==> src/rtl/booth_mult_pkg.sv <==
// Shared types and the Booth recoding helper for the radix-2 valid/ready multiplier.
// The controller and the datapath both import this package.
package booth_mult_pkg;

    typedef enum logic [1:0] {
        IDLE = 2'd0,
        BUSY = 2'd1,
        DONE = 2'd2
    } state_t;

    typedef enum logic [1:0] {
        NOP = 2'd0,
        ADD = 2'd1,
        SUB = 2'd2
    } booth_op_t;

    // Radix-2 recoding of the pair {Q[0], Q(-1)}.
    function automatic booth_op_t booth_decode(input logic [1:0] pair);
        booth_op_t op;
        case (pair)
            2'b01:   op = ADD;
            2'b10:   op = SUB;
            default: op = NOP;
        endcase
        return op;
    endfunction

endpackage

==> src/rtl/booth_mult_dp.sv <==
// Booth datapath: accumulator A, multiplier Q, Q(-1), multiplicand M, step counter and product register.
// One add/subtract plus arithmetic right shift per step; the product is captured on the final step.
module booth_mult_dp
    import booth_mult_pkg::*;
#(
    parameter int WIDTH = 8
) (
    input  logic                 clk,
    input  logic                 rst,
    input  logic                 i_load,
    input  logic                 i_step,
    input  logic                 i_is_signed,
    input  logic [WIDTH-1:0]     i_multiplicand,
    input  logic [WIDTH-1:0]     i_multiplier,
    output logic                 o_last_step,
    output logic [2*WIDTH-1:0]   o_product
);

    localparam int CW = $clog2(WIDTH + 2);
    localparam logic [CW-1:0] CNT_INIT = CW'(WIDTH + 1);
    localparam logic [CW-1:0] CNT_ONE  = CW'(1);

    logic [WIDTH:0]     r_a;
    logic [WIDTH:0]     r_q;
    logic [WIDTH:0]     r_m;
    logic               r_qm1;
    logic [CW-1:0]      r_cnt;
    logic [2*WIDTH-1:0] r_product;

    logic [WIDTH:0]     w_m_ext;
    logic [WIDTH:0]     w_q_ext;
    logic [WIDTH:0]     w_sum;
    logic [WIDTH:0]     w_a_next;
    logic [WIDTH:0]     w_q_next;
    booth_op_t          w_op;

    // The extra top bit makes unsigned operands look like positive signed ones.
    assign w_m_ext = {i_is_signed & i_multiplicand[WIDTH-1], i_multiplicand};
    assign w_q_ext = {i_is_signed & i_multiplier[WIDTH-1], i_multiplier};
    assign w_op    = booth_decode({r_q[0], r_qm1});

    // Conditional add/subtract of M into the accumulator.
    always_comb begin
        w_sum = r_a;
        case (w_op)
            ADD:     w_sum = r_a + r_m;
            SUB:     w_sum = r_a - r_m;
            default: w_sum = r_a;
        endcase
    end

    assign w_a_next    = {w_sum[WIDTH], w_sum[WIDTH:1]};
    assign w_q_next    = {w_sum[0], r_q[WIDTH:1]};
    assign o_last_step = (r_cnt == CNT_ONE);
    assign o_product   = r_product;

    // Operand load and per-cycle Booth step of {A, Q, Q(-1)}.
    always_ff @(posedge clk or negedge rst) begin
        if (!rst) begin
            r_a   <= '0;
            r_q   <= '0;
            r_m   <= '0;
            r_qm1 <= 1'b0;
            r_cnt <= '0;
        end else if (i_load) begin
            r_a   <= '0;
            r_q   <= w_q_ext;
            r_m   <= w_m_ext;
            r_qm1 <= 1'b0;
            r_cnt <= CNT_INIT;
        end else if (i_step) begin
            r_a   <= w_a_next;
            r_q   <= w_q_next;
            r_qm1 <= r_q[0];
            r_cnt <= r_cnt - CNT_ONE;
        end
    end

    // Product capture on the last step; held untouched until the next final step.
    always_ff @(posedge clk or negedge rst) begin
        if (!rst) begin
            r_product <= '0;
        end else if (i_step && o_last_step) begin
            r_product <= {w_a_next[WIDTH-2:0], w_q_next};
        end
    end

endmodule

==> src/rtl/booth_mult_vr.sv <==
// Iterative radix-2 Booth multiplier with valid/ready on both sides and a per-transaction signed mode.
// Holds the IDLE/BUSY/DONE controller and handshake logic around booth_mult_dp.
module booth_mult_vr
    import booth_mult_pkg::*;
#(
    parameter int WIDTH = 8
) (
    input  logic                 clk,
    input  logic                 rst,
    input  logic                 src_valid,
    output logic                 src_ready,
    input  logic [WIDTH-1:0]     multiplicand,
    input  logic [WIDTH-1:0]     multiplier,
    input  logic                 is_signed,
    output logic                 dest_valid,
    input  logic                 dest_ready,
    output logic [2*WIDTH-1:0]   product
);

    state_t r_state;
    state_t w_state_next;
    logic   w_load;
    logic   w_step;
    logic   w_last_step;

    // State register.
    always_ff @(posedge clk or negedge rst) begin
        if (!rst) begin
            r_state <= IDLE;
        end else begin
            r_state <= w_state_next;
        end
    end

    // Next state and handshake; src_ready depends on state and dest_ready only, never on src_valid.
    always_comb begin
        w_state_next = r_state;
        src_ready    = 1'b0;
        case (r_state)
            IDLE: begin
                src_ready = 1'b1;
                if (src_valid) begin
                    w_state_next = BUSY;
                end else begin
                    w_state_next = IDLE;
                end
            end
            BUSY: begin
                if (w_last_step) begin
                    w_state_next = DONE;
                end else begin
                    w_state_next = BUSY;
                end
            end
            DONE: begin
                src_ready = dest_ready;
                if (dest_ready && src_valid) begin
                    w_state_next = BUSY;
                end else if (dest_ready) begin
                    w_state_next = IDLE;
                end else begin
                    w_state_next = DONE;
                end
            end
            default: begin
                w_state_next = IDLE;
            end
        endcase
    end

    assign w_load     = src_valid & src_ready;
    assign w_step     = (r_state == BUSY);
    assign dest_valid = (r_state == DONE);

    booth_mult_dp #(
        .WIDTH (WIDTH)
    ) u_dp (
        .clk            (clk),
        .rst            (rst),
        .i_load         (w_load),
        .i_step         (w_step),
        .i_is_signed    (is_signed),
        .i_multiplicand (multiplicand),
        .i_multiplier   (multiplier),
        .o_last_step    (w_last_step),
        .o_product      (product)
    );

endmodule

==> config.mk <==
export PLATFORM = sky130hd
export DESIGN_NAME = booth_mult_vr
export DESIGN_NICKNAME = d
export VERILOG_FILES = /design/src/rtl/booth_mult_pkg.sv /design/src/rtl/booth_mult_dp.sv /design/src/rtl/booth_mult_vr.sv
export SDC_FILE = /design/constraint.sdc
export NUM_CORES = 1
export LEC_CHECK = 0
export ABC_CLOCK_PERIOD_IN_PS = 7010
export CORE_UTILIZATION = 45
export CTS_CLUSTER_DIAMETER = 50
export DETAILED_ROUTE_END_ITERATION = 12
export PLACE_DENSITY = 0.68
export SKIP_LAST_GASP = 1
export SLEW_MARGIN = 20
export SYNTH_ARGS = -nofsm -noshare
export SYNTH_HDL_FRONTEND = slang
export SYNTH_SLANG_ARGS = --single-unit
==> constraint.sdc <==
create_clock -name clk -period 7.01 [get_ports clk]
set_clock_uncertainty 0.05 [all_clocks]
set_input_delay 1.402 -clock clk [delete_from_list [all_inputs] [get_ports clk]]
set_output_delay 1.402 -clock clk [all_outputs]
set_load 0.05 [all_outputs]
== After elaboration in Yosys (flattened, before gate mapping) ==
Cells that the tools add are included.

* Flip-flop bits (word level): 50
* Input bits: 21
* Output and inout port bits: 18
* Logic and storage cells: 40

* Add/subtract/negate cells: 3
* Equality and inequality tests: 7
* Multiplexer cells: 16
* Bitwise gates (word level): 3
* Reductions and logical operators: 4

{| class="wikitable"
|+ Operators with widths
! kind !! number
|-
| $mux W9 || 4
|-
| $pmux W9 S2 || 1
|-
| $add A9 B9 Y9 || 1
|-
| $sub A9 B9 Y9 || 1
|-
| $mux W4 || 2
|-
| $eq A2 B1 Y1 const B || 3
|-
| $eq A2 B2 Y1 const B || 3
|-
| $mux W2 || 3
|-
| $pmux W2 S3 || 1
|-
| $eq A4 B1 Y1 const B || 1
|-
| $pmux W2 S2 || 1
|-
| $sub A4 B1 Y4 const B || 1
|-
| $and A1 B1 Y1 || 3
|-
| $mux W1 || 3
|-
| $logic_and A1 B1 Y1 || 2
|-
| $logic_not A2 Y1 || 1
|-
| $pmux W1 S2 || 1
|-
| $reduce_bool A2 Y1 || 1
|}

== Depth between registers and ports, before layout ==
* Word-level depth: 6
* Depth in mapped cells: 12
* Mapped depth without buffers: 12

== Hierarchy ==
A second synthesis with hierarchy kept.

* Cells, all modules: 272
* Area, all modules: 2637.5 um^2

{| class="wikitable"
|+ Modules (own cells, without submodules)
! module !! times used !! cells an instance !! area an instance (um^2) !! seq. area each (um^2)
|-
| booth_mult_dp || 1 || 260 || 2517.4 || 1176.1
|-
| booth_mult_vr || 1 || 12 || 120.1 || 50.0
|}

== Least setup slack after synthesis ==
OpenSTA, ideal clock, no wires.

* Path kind: input -> output
* Start point: input dest_ready
* End point: output src_ready
* Data arrival time: 2.273 ns
* Data required time: 5.558 ns
* Slack: 3.285 ns
* Cell stages on the path: 2
* Path buffers: 0
* Cells stage by stage: inv_1 a21oi_1

* Word-level cells in the longest chain between the ends: 1

{| class="wikitable"
|+ Ends and longest elaborated chain
! what !! line !! source
|-
| start: declaration || booth_mult_vr.sv:16 || <nowiki>input logic dest_ready,</nowiki>
|-
| $pmux W1 S2 || booth_mult_vr.sv:39 || <nowiki>case (r_state)</nowiki>
|-
| end: declaration || booth_mult_vr.sv:11 || <nowiki>output logic src_ready,</nowiki>
|}

Every way passes these cells.

== Final worst setup path ==
Ends and elaborated chain as after synthesis.

==> metrics.yaml <==
run_status: "complete, no violations"
post_cts_resized: 0
fillers: 511
area_delta_synth_final_pct: 19.8
tns_ns: 0
syn-num-nets: 310
ctsHoldBuffers: 0
die_x_um: 78.0
rsz0062_at_grt: "no"
num_vias: 2019
path_max_fanout: 3
ff2ff_path_depth: 12
start_kind: "primary input"
cts_buffer_depth: 2
clkTransAtPathRegs_ns: 0.09
grt_max_degree: 29
die_h_um: 78.0
min_path_cells: 2
track_usage: 0.190
path_cells: "clkdlybuf4s50_1 > inv_1 > a21oi_1 > clkdlybuf4s50_1"
cts-root-buf: "clkbuf_8"
vias_per_cell: 5.29
wl_per_cell_um: 13.7
yosysSeqAreaShare: 0.472
max_slew.worst_pin.slew_ns: 0.985
start_util: 0.469
clock_sinks: 49
clock_latency_ns: 0.30
final_common_cell: "nand2_1"
ys.flop_type: "dfrtp_1"
worstSetupStartpoint: "dest_ready"
slew_headroom: 0.344
drv_cap: 0
postCtsSetupBuffers: 0
port_buffers: 38
post-route-util: 0.562
n_antenna_cell: 0
fin_crit_ns: 4.39
fp.dieArea_um2: 6090
required_ns: 5.56
setup_viol: 0
synthTopCellsByArea: "dfrtp_1, nand2_1, ha_1"
grt_pass1_wl_um: 9070
drt_iter0_markers: 92
firstDrtPassIters: 4
worstPathArrival_ns: 2.94
fmax_mhz: 228
drc: 0
netlist_area_um2: 2600
reg2reg_from: "u_dp.r_m[0]"
criticalPathCategory: "in2out"
dp_hpwl_um: 3710
finalNonFillerCells: 382
rows: 27
wirelength_um: 5240
hold_viol: 0
gr-total-overflow: 0
htree_levels: 2
synth-edff-count: 0
grt_pass1_vias: 1941
cts_tree: "yes"
yosysWarnings: 0
synth_top_area_cell: "dfrtp_1"
layout_common_cells: "nand2_1, dfrtp_1, clkdlybuf4s50_1, o21ai_0, nor2_1"
coreArea_um2: 5540
min_from: "u_dp.o_product[11]"
cts_made_buffers: 5
slew_viol_final: 0
critical_path.max_stage_delay_ns: 0.84
critPathSlowestCell: "clkdlybuf4s50_1"
multi_input_area_um2: 1270
cpMostUsedCell: "clkdlybuf4s50_1"
synthCells: 276
synth_top_area_frac: 0.472
layout-drive-gt1-share: 0.0710
antenna_found_initial: 0
hold_path_class: "reg2reg"
dpl.cell_count: 375
synth.distinct_cells: 39
ant_nets: 0
final_nets: 344
boundaryPins: 39
seq_area_um2: 1230
gp_congestion: 0.828
async_reset_ff_frac: 1.00
endpoint_kind: "output pin"
finalCritPeriodShare: 0.627
syn_area_per_cell_um2: 9.42
postSynthRegisterBits: 49
[through the flow]
step | worst slack, ns | hold slack (ns) | cell area, um2
3_3_place_gp | 2.63 | 0.411 | 3010
3_5_place_dp | 2.60 | 0.422 | 3030
2_1_floorplan | 3.29 | 0.409 | 2600
5_1_grt | 2.54 | 0.476 | 3120
4_1_cts | 2.60 | 0.444 | 3120
6_report | 2.62 | 0.437 | 3120
[Yosys cell counts, drive strengths merged, types with 2 or more instances]
cell    count
a21o        2
a21oi      15
a22oi       8
a31oi       2
buf         6
clkbuf      7
dfrtp      49
ha         12
inv        11
mux2       11
mux2i       3
nand2      54
nand2b      3
nand3       9
nor2       16
nor2b       5
nor3        5
nor3b       3
nor4        3
nor4b       2
o21a        2
o21ai      21
o31ai       3
xnor2      11
xor2        2
[path summary, 6_finish.rpt]
path                                       to  slack (ns)
setup / recovery                    src_ready        2.62
hold reg to reg            u_dp.o_product[11]        0.44
setup reg to reg                  u_dp.r_a[7]        4.18
min in group asynchronous       u_dp.r_cnt[2]        1.03
hold / removal             u_dp.o_product[11]        0.44
max in group asynchronous         u_dp.r_a[5]        5.34
[logic make-up (layout without fill, tap and decap cells)]
kind of cell	Yosys count	count (layout)	share of synthesized area
adders and majority gates	13	13	0.0654
and+or+nand+nor	102	102	0.177
muxes	14	14	0.0592
DFF	49	49	0.472
buffers and inverters	24	58	0.0399
xor gates and xnor gates	13	13	0.0438
AOI/OAI and AO/OA	61	61	0.143
[area by class of cell]
type,count,area share
Tap cell,72,0.0289
Multi-Input combinational cell,203,0.408
Clock inverter,2,0.00522
Timing Repair Buffer,40,0.129
Clock buffer,5,0.0221
Inverter,11,0.0133
Sequential cell,49,0.394
[registers in the layout (all words and copies together), names as in the netlist]
signal,count
r_state,2
u_dp.o_product,16
u_dp.r_q,9
u_dp.r_cnt,4
u_dp.r_a,8
u_dp.r_qm1,1
u_dp.r_m,9
[worst max-delay path, delay by kind of cell]
family          cells  cell delay (ns)
buf+inv             3             1.35
compound gates      1             0.20
[metal layers]
layer / track usage / vias to the layer above / routed length, um
met5: 0 / - / 0
met4: 0.0667 / 0 / 56
met3: 0.0302 / 5 / 156
met2: 0.308 / 27 / 2440
met1: 0.260 / 971 / 2580
li1: - / 1016 / -
Power is left out: the tool's default activity adds up to more than one toggle a clock period on the data nets, which glitch-free logic cannot reach.
